--- config.mk ---
export PLATFORM = sky130hd
export DESIGN_NAME = eth_rx_arbiter
export DESIGN_NICKNAME = d
export VERILOG_FILES = /design/src/rtl/eth_rx_arbiter.sv
export SDC_FILE = /design/constraint.sdc
export NUM_CORES = 1
export LEC_CHECK = 0
export CAP_MARGIN = 20
export CORE_ASPECT_RATIO = 0.7
export CORE_UTILIZATION = 49
export CTS_CLUSTER_SIZE = 28
export DETAILED_ROUTE_END_ITERATION = 6
export PLACE_DENSITY = 0.86
export SYNTH_ARGS = -nofsm -noshare
export SYNTH_HDL_FRONTEND = slang
export SYNTH_SLANG_ARGS = --single-unit
--- constraint.sdc ---
create_clock -name clk -period 4.7 [get_ports clk]
set_input_delay 0.94 -clock clk [delete_from_list [all_inputs] [get_ports clk]]
set_output_delay 0.94 -clock clk [all_outputs]
set_load 0.05 [all_outputs]
--- src/rtl/eth_rx_arbiter.sv ---
// Two-source round-robin packet arbiter feeding packet_decoder.
// Packets are never interleaved; over-length packets are cut and the tail drained.
module eth_rx_arbiter #(
  parameter int DW = 32,
  parameter int KW = DW / 8,
  parameter int BW = 12,
  parameter int CW = 16
) (
  input  logic          clk,
  input  logic          rst,
  input  logic [DW-1:0] s0_data,
  input  logic [DW-1:0] s1_data,
  input  logic          s0_valid,
  input  logic          s1_valid,
  input  logic          s0_last,
  input  logic          s1_last,
  input  logic [KW-1:0] s0_keep,
  input  logic [KW-1:0] s1_keep,
  output logic          s0_ready,
  output logic          s1_ready,
  input  logic [1:0]    port_en,
  input  logic [BW-1:0] max_beats,
  output logic [DW-1:0] packet4_byte,
  output logic          data_valid,
  output logic          last_valid,
  output logic [KW-1:0] keep,
  output logic [1:0]    grant,
  output logic [CW-1:0] pkt_cnt0,
  output logic [CW-1:0] pkt_cnt1,
  output logic          trunc_err
);

  typedef enum logic [2:0] {IDLE, GRANT0, GRANT1, DRAIN0, DRAIN1} state_t;

  state_t        r_state, w_state_nxt;
  logic          r_rr_last;
  logic [BW-1:0] r_beats;
  logic [DW-1:0] r_data;
  logic [KW-1:0] r_keep;
  logic          r_dv, r_lv, r_trunc;
  logic [CW-1:0] r_pkt_cnt0, r_pkt_cnt1;

  logic [1:0]    w_req;
  logic          w_sel, w_in_grant, w_in_drain;
  logic          w_valid, w_last, w_acc, w_fwd, w_trunc;
  logic [DW-1:0] w_data;
  logic [KW-1:0] w_keep;
  logic [BW-1:0] w_beats_nxt;

  assign w_req      = {s1_valid & port_en[1], s0_valid & port_en[0]};
  assign w_sel      = (r_state == GRANT1) || (r_state == DRAIN1);
  assign w_in_grant = (r_state == GRANT0) || (r_state == GRANT1);
  assign w_in_drain = (r_state == DRAIN0) || (r_state == DRAIN1);

  assign s0_ready = (r_state == GRANT0) || (r_state == DRAIN0);
  assign s1_ready = (r_state == GRANT1) || (r_state == DRAIN1);

  assign w_valid = w_sel ? s1_valid : s0_valid;
  assign w_last  = w_sel ? s1_last  : s0_last;
  assign w_data  = w_sel ? s1_data  : s0_data;
  assign w_keep  = w_sel ? s1_keep  : s0_keep;

  assign w_acc       = (w_in_grant | w_in_drain) & w_valid;
  assign w_fwd       = w_in_grant & w_valid;
  assign w_beats_nxt = r_beats + BW'(1);
  // A real last beat landing exactly on the limit is a normal end, not a cut.
  assign w_trunc     = w_fwd & ~w_last & (max_beats != '0) & (w_beats_nxt == max_beats);

  always_comb begin
    w_state_nxt = r_state;
    grant       = 2'b00;
    unique case (r_state)
      IDLE: begin
        if (w_req == 2'b11)  w_state_nxt = r_rr_last ? GRANT0 : GRANT1;
        else if (w_req[0])   w_state_nxt = GRANT0;
        else if (w_req[1])   w_state_nxt = GRANT1;
      end
      GRANT0, GRANT1: begin
        grant = w_sel ? 2'b10 : 2'b01;
        if (w_acc & w_last) w_state_nxt = IDLE;
        else if (w_trunc)   w_state_nxt = w_sel ? DRAIN1 : DRAIN0;
      end
      DRAIN0, DRAIN1: begin
        grant = w_sel ? 2'b10 : 2'b01;
        if (w_acc & w_last) w_state_nxt = IDLE;
      end
      default: w_state_nxt = IDLE;
    endcase
  end

  always_ff @(posedge clk or negedge rst) begin
    if (!rst) begin
      r_state    <= IDLE;
      r_rr_last  <= 1'b1;
      r_beats    <= '0;
      r_data     <= '0;
      r_keep     <= '0;
      r_dv       <= 1'b0;
      r_lv       <= 1'b0;
      r_trunc    <= 1'b0;
      r_pkt_cnt0 <= '0;
      r_pkt_cnt1 <= '0;
    end else begin
      r_state <= w_state_nxt;
      if (r_state == IDLE && w_state_nxt != IDLE) begin
        r_rr_last <= (w_state_nxt == GRANT1);
        r_beats   <= '0;
      end else if (w_fwd) begin
        r_beats <= w_beats_nxt;
      end
      r_dv    <= w_fwd;
      r_lv    <= w_fwd & (w_last | w_trunc);
      r_trunc <= w_trunc;
      if (w_fwd) begin
        r_data <= w_data;
        r_keep <= w_trunc ? {KW{1'b1}} : w_keep;
      end
      if (w_fwd & (w_last | w_trunc)) begin
        if (w_sel) r_pkt_cnt1 <= r_pkt_cnt1 + CW'(1);
        else       r_pkt_cnt0 <= r_pkt_cnt0 + CW'(1);
      end
    end
  end

  assign packet4_byte = r_data;
  assign data_valid   = r_dv;
  assign last_valid   = r_lv;
  assign keep         = r_keep;
  assign trunc_err    = r_trunc;
  assign pkt_cnt0     = r_pkt_cnt0;
  assign pkt_cnt1     = r_pkt_cnt1;

endmodule

# --- Yosys cells after proc, flatten, opt, wreduce, memory -nomap -nowiden ---
# Cells that the tools add are included.
word_totals:
  register_bits: 87
  in_bits: 92
  out_inout_bits: 75
  wordCells: 65
op_classes:
  addsub: 3
  eq_ne: 7
  n_mux: 18
  bitwise: 13
  n_reduce_logical: 14
op_table:
  columns: ["operator", "count"]
  rows:
  - ["adder 16 x 1 -> 16 bit, second input constant", 2]
  - ["two-way mux 32 bit", 1]
  - ["two-way mux 12 bit", 2]
  - ["two-way mux 3 bit", 7]
  - ["adder 12 x 1 -> 12 bit, second input constant", 1]
  - ["equality test 12 bit", 1]
  - ["nonzero test 12 bit", 1]
  - ["AND 1 bit", 9]
  - ["equality test 3 x 2 -> 1 bit, second input constant", 3]
  - ["one-hot mux 3 bit (3 select lines)", 1]
  - ["two-way mux 4 bit", 2]
  - ["two-way mux 2 bit", 3]
  - ["logical OR 1 bit", 4]
  - ["AND reduction 2 bit", 2]
  - ["OR reduction 2 bit", 2]
  - ["OR reduction 4 bit", 1]
  - ["equality test 3 x 1 -> 1 bit, second input constant", 1]
  - ["equality test 3 bit, second input constant", 1]
  - ["logical NOT 3 bit", 1]
  - ["nonzero test 3 bit", 1]
  - ["equality test 2 bit, second input constant", 1]
  - ["two-way mux 1 bit", 2]
  - ["NOT 1 bit", 2]
  - ["OR 1 bit", 2]
  - ["2 further kinds", 2]

# --- Longest topological paths before layout ---
logic_depth:
  word_depth: 13
  ltp_mapped: 10
  depth_no_buf: 8

# --- Least setup slack after synthesis ---
# OpenSTA, ideal clock, no wires.
synth_path:
  path_kind: "in2reg"
  startpoint: "input port max_beats[4]"
  endpoint: "register r_pkt_cnt1[8] (netlist: pkt_cnt1[8])"
  setup_time_ns: 0.146
  arrival_time_ns: 2.697
  required_time_ns: 4.554
  path_slack_ns: 1.857
  path_stages: 8
  n_path_buf: 1
  path_cell_list: "xnor2_1 > or2b_1 > mux2_4 > nor4_4 > a41oi_4 > buf_6 > nor4_1 > xor2_1"
synth_via:
  elab_chain_cells: 6
synth_lines:
  columns: ["item", "line", "source"]
  rows:
  - ["from (decl)", "22", "input logic [BW-1:0] max_beats,"]
  - ["nonzero test 12 bit", "67", "assign w_trunc = w_fwd & ~w_last & (max_beats != '0) & (w_beats_nxt == max_beats);"]
  - ["AND 1 bit", "67", null]
  - ["AND 1 bit (*)", "67", null]
  - ["OR 1 bit (*)", "118", "if (w_fwd & (w_last | w_trunc)) begin"]
  - ["AND 1 bit (*)", "118", null]
  - ["AND reduction 2 bit (no source line) (*)", null, null]
  - ["to (signal assigned)", "119", "if (w_sel) r_pkt_cnt1 <= r_pkt_cnt1 + CW'(1);"]
  - ["to (decl)", "41", "logic [CW-1:0] r_pkt_cnt0, r_pkt_cnt1;"]
# Mark *: on every way between the ends. The rest lies on a longest branch, timed or not.
# A chain may end at the register's enable or synchronous reset.

# --- Final worst setup path ---
layout_path:
  startpoint: "input port max_beats[4]"
  endpoint: "register r_pkt_cnt0[1] (netlist: pkt_cnt0[1])"
layout_via:
  elab_chain_cells: 6
layout_lines:
  columns: ["item", "line", "source"]
  rows:
  - ["nonzero test 12 bit", "67", null]
  - ["AND 1 bit", "67", null]
  - ["AND 1 bit (*)", "67", null]
  - ["OR 1 bit (*)", "118", null]
  - ["AND 1 bit (*)", "118", null]
  - ["AND reduction 2 bit (no source line) (*)", null, null]
  - ["to (signal assigned)", "120", "else r_pkt_cnt0 <= r_pkt_cnt0 + CW'(1);"]
  - ["to (decl)", "41", null]
# Marks and branches as above.

==> out/qor.txt <==
fin area: 0.006709 mm2
number of global-route vias before repair: 4043
area added between synthesis and finish: 43.79%
critical path data arrival time: 3.61 ns
GR Layer Usage met2: 0.4131
critical path type: input pin to register
antenna viol nets, final: 0
Rows: 29
Synth Area per Inst: 10.10 um2
net switching component of the power: 0.001673 W
fraction of synthesis flops using an asynchronous set or reset pin: 1.000
number of buffer and inverter stages on the critical path: 1
timing-limited maximum frequency: 294.4 MHz
depth of the worst register-to-register path: 8
portion of synthesized cell area occupied by the leading cell type: 0.4612
power per cell area: 552.0 mW/mm2
chain of cells forming the critical path: clkdlybuf4s50_1, xnor2_1, or2b_1, mux2_4, nor4_4, a41oi_2, nor2_1, mux2_2
pre-CTS setup slack: 0.9656 ns
clk_lat worst skew: 0.33 ns
Finish-stage setup viols: 0
commonest cells in the synthesized netlist: sky130_fd_sc_hd__dfrtp_1, sky130_fd_sc_hd__nand2_1, sky130_fd_sc_hd__mux2i_1
dominant register cell in the synthesized netlist: sky130_fd_sc_hd__dfrtp_1
vertical extent of the die: 83.64 um
clock transition at the registers of the reported paths: 0.06 ns
net total in the final layout: 715
Detail Placement HPWL: 9012 um
cell family with the largest share of critical-path delay: simple AND/OR/NAND/NOR gates
CTS H-tree lvls: 3
cell area after synthesis: 0.004666 mm2
syn_nets: 557
synth unique cells: 59
most area-consuming cells after synthesis: sky130_fd_sc_hd__dfrtp_1, sky130_fd_sc_hd__mux2i_1, sky130_fd_sc_hd__xor2_1
Worst Path Required: 4.91 ns
register-to-register path setup slack: 1.68 ns
setup TNS: 0 ns
Avg WL per Cell: 16.15 um
Syn. warnings: 0
biggest area consumer among synthesized cells: sky130_fd_sc_hd__dfrtp_1
internal power: 0.002031 W
cell at the root of the clock tree: sky130_fd_sc_hd__clkbuf_16
outcome: finished, final reports clean
sort of element at the end of the critical path: register
share of the clock period used by the worst path after layout: 0.7227
number of buffers inserted during clock tree synthesis: 9
I/O Pins: 167
max-slew violations: 0
buffers inserted by post-CTS timing repair: 0
setup repair after global routing missed its margin: no
gpl congestion: 0.8365
maximum number of pins on one net before global-route repair: 70
Area after DPL: 0.006410 mm2
number of design-rule violations left by the first detailed-router iteration: 289
Post-CTS Hold Fix Bufs: 0
CTS tree: yes
Max stage delay on crit path: 0.45 ns
post-cts sizing count: 0
minimum period implied by the final worst setup slack: 3.397 ns
number of buffers between clock root and the deepest sink: 2
clk sinks: 87
sum of routed wire length over all layers: 12090 um
Global Route met3 Usage: 0.08607
Worst Tran Pin Value: 1.066 ns
Die Area: 0.009922 mm2
leakage power: 2.839 nW
switching share of power: 0.4517
number of endpoints with negative hold slack in the final report: 0
worst hold path class: register to register
critical path depth: 8
number of enable flip-flop cells after synthesis: 0
met1 GRT Util: 0.3171
GR Util All Layers: 0.2519
Die Width: 118.6 um
Worst Setup Slack, final: 1.303 ns
proportion of layout cells with a drive suffix above 1: 0.07040
residual overflow from global routing: 0
number of optimization iterations in the first detailed-route pass: 5
most repeated cell in the gate-level netlist after synthesis: sky130_fd_sc_hd__dfrtp_1
maximum fanout along the worst path: 15
share of power burned in the clock network: 0.192
global-route wire length before repair: 19730 um
final antenna diode count: 0
initial core utilization: 0.5103
number of max-capacitance violations reported: 0
area of the core: 0.009144 mm2
most utilized layer in the global route result: met2
Avg Vias per Cell: 5.434
Mapped Cells: 462
total number of vias: 4070
sequential cell area fraction in the yosys report: 0.4669
number of antenna violations at the first check in global routing: 0
cell with the biggest individual delay on the critical path: sky130_fd_sc_hd__clkdlybuf4s50_1
buffers added on ports: 166
Hold Path Cell Cnt: 1
VDD IR max: 0.0003617 V
share of total power in sequential cells: 0.307
number of synthesized register bits: 87
final worst clock skew: 0.006065 ns
relative max-transition margin: 0.2893
element type at the critical path start: input pin
share of power burned in combinational logic: 0.501
residual DRC count: 0
per-stage QoR:
stage                 util  instances  hold slack [ns]  total power (W)
floorplan                -        462           0.5042         0.002351
global placement    0.7010        733           0.4611         0.002957
detailed placement  0.7010        733           0.4607         0.003008
CTS                 0.7337        749           0.4721         0.003733
global route        0.7337        749           0.5049         0.003890
finish              0.7337        749           0.4756         0.003704
layer usage:
| layer | up-vias | wire length [um] | part of all wire |
|---|---|---|---|
| li1 | 1965 | - | - |
| met1 | 1928 | 5114 | 0.42 |
| met2 | 159 | 5752 | 0.48 |
| met3 | 18 | 1035 | 0.086 |
| met4 | 0 | 191 | 0.016 |
| met5 | - | 0 | 0 |
power groups by stage:
stage                     logic, W  registers [W]  clock network, W
after floorplan           0.000621        0.00173                 0
after global placement     0.00183        0.00113                 0
after detailed placement   0.00186        0.00115                 0
after CTS                  0.00187        0.00114          0.000724
after global routing       0.00197        0.00117          0.000753
final                      0.00186        0.00114          0.000712
path summary, 6_finish.rpt:
kind	start	to
setup / recovery	max_beats[4]	pkt_cnt0[1]$_DFFE_PN0P_
max in group asynchronous	rst	data_valid$_DFF_PN0_
min in group asynchronous	rst	r_beats[0]$_DFFE_PN0P_
hold reg to reg	pkt_cnt0[15]$_DFFE_PN0P_	pkt_cnt0[15]$_DFFE_PN0P_
hold / removal	pkt_cnt0[15]$_DFFE_PN0P_	pkt_cnt0[15]$_DFFE_PN0P_
setup reg to reg	r_beats[0]$_DFFE_PN0P_	pkt_cnt0[1]$_DFFE_PN0P_
layout make-up:
type / instances / area, um2
Fill cell: 667 / 2435
Multi-Input combinational cell: 346 / 2365
Sequential cell: 87 / 2178
Timing Repair Buffer: 170 / 1689
Clock buffer: 11 / 242.7
Tap cell: 124 / 155.1
Clock inverter: 5 / 56.30
Inverter: 6 / 22.52
registers in the layout, summed over array words and instances, names as in the netlist:
| name | cells |
|---|---|
| packet4_byte | 32 |
| r_rr_last | 1 |
| trunc_err | 1 |
| r_beats | 12 |
| pkt_cnt0 | 16 |
| keep | 4 |
| last_valid | 1 |
| data_valid | 1 |
| r_state | 3 |
| pkt_cnt1 | 16 |
placed cells by master, fill, tap and decap left out, types with 2 or more instances in the layout:
cell / n
sky130_fd_sc_hd__nor4_1: 17
sky130_fd_sc_hd__nand3_1: 15
sky130_fd_sc_hd__buf_4: 5
sky130_fd_sc_hd__o31ai_1: 2
sky130_fd_sc_hd__mux2_4: 3
sky130_fd_sc_hd__clkbuf_16: 9
sky130_fd_sc_hd__and4_2: 2
sky130_fd_sc_hd__a31oi_1: 5
sky130_fd_sc_hd__mux2i_1: 37
sky130_fd_sc_hd__dfrtp_1: 86
sky130_fd_sc_hd__nand3b_1: 2
sky130_fd_sc_hd__o21a_1: 2
sky130_fd_sc_hd__nor3_1: 18
sky130_fd_sc_hd__nand2b_1: 3
sky130_fd_sc_hd__xnor2_1: 17
sky130_fd_sc_hd__clkinv_2: 2
sky130_fd_sc_hd__inv_1: 5
sky130_fd_sc_hd__nand2_1: 58
sky130_fd_sc_hd__nor4b_1: 2
sky130_fd_sc_hd__mux2_2: 3
sky130_fd_sc_hd__and3_1: 7
sky130_fd_sc_hd__a32oi_1: 2
sky130_fd_sc_hd__or2b_1: 3
sky130_fd_sc_hd__nand4_1: 13
sky130_fd_sc_hd__a21oi_1: 4
sky130_fd_sc_hd__clkdlybuf4s50_1: 165
sky130_fd_sc_hd__nor2b_1: 3
sky130_fd_sc_hd__nor2_1: 28
sky130_fd_sc_hd__ha_1: 3
sky130_fd_sc_hd__xor2_1: 36
sky130_fd_sc_hd__and2_1: 2
sky130_fd_sc_hd__o21ai_0: 34
kinds of logic after synthesis:
logic type	Yosys count	share of synthesized area
simple gates	187	0.2159
flops	87	0.4669
compound gates	60	0.08448
xor+xnor	53	0.09949
mux	43	0.09627
buf+inv	29	0.02896
fa+ha+maj	3	0.008046
No activity file was read; power rests on OpenSTA's default activity.
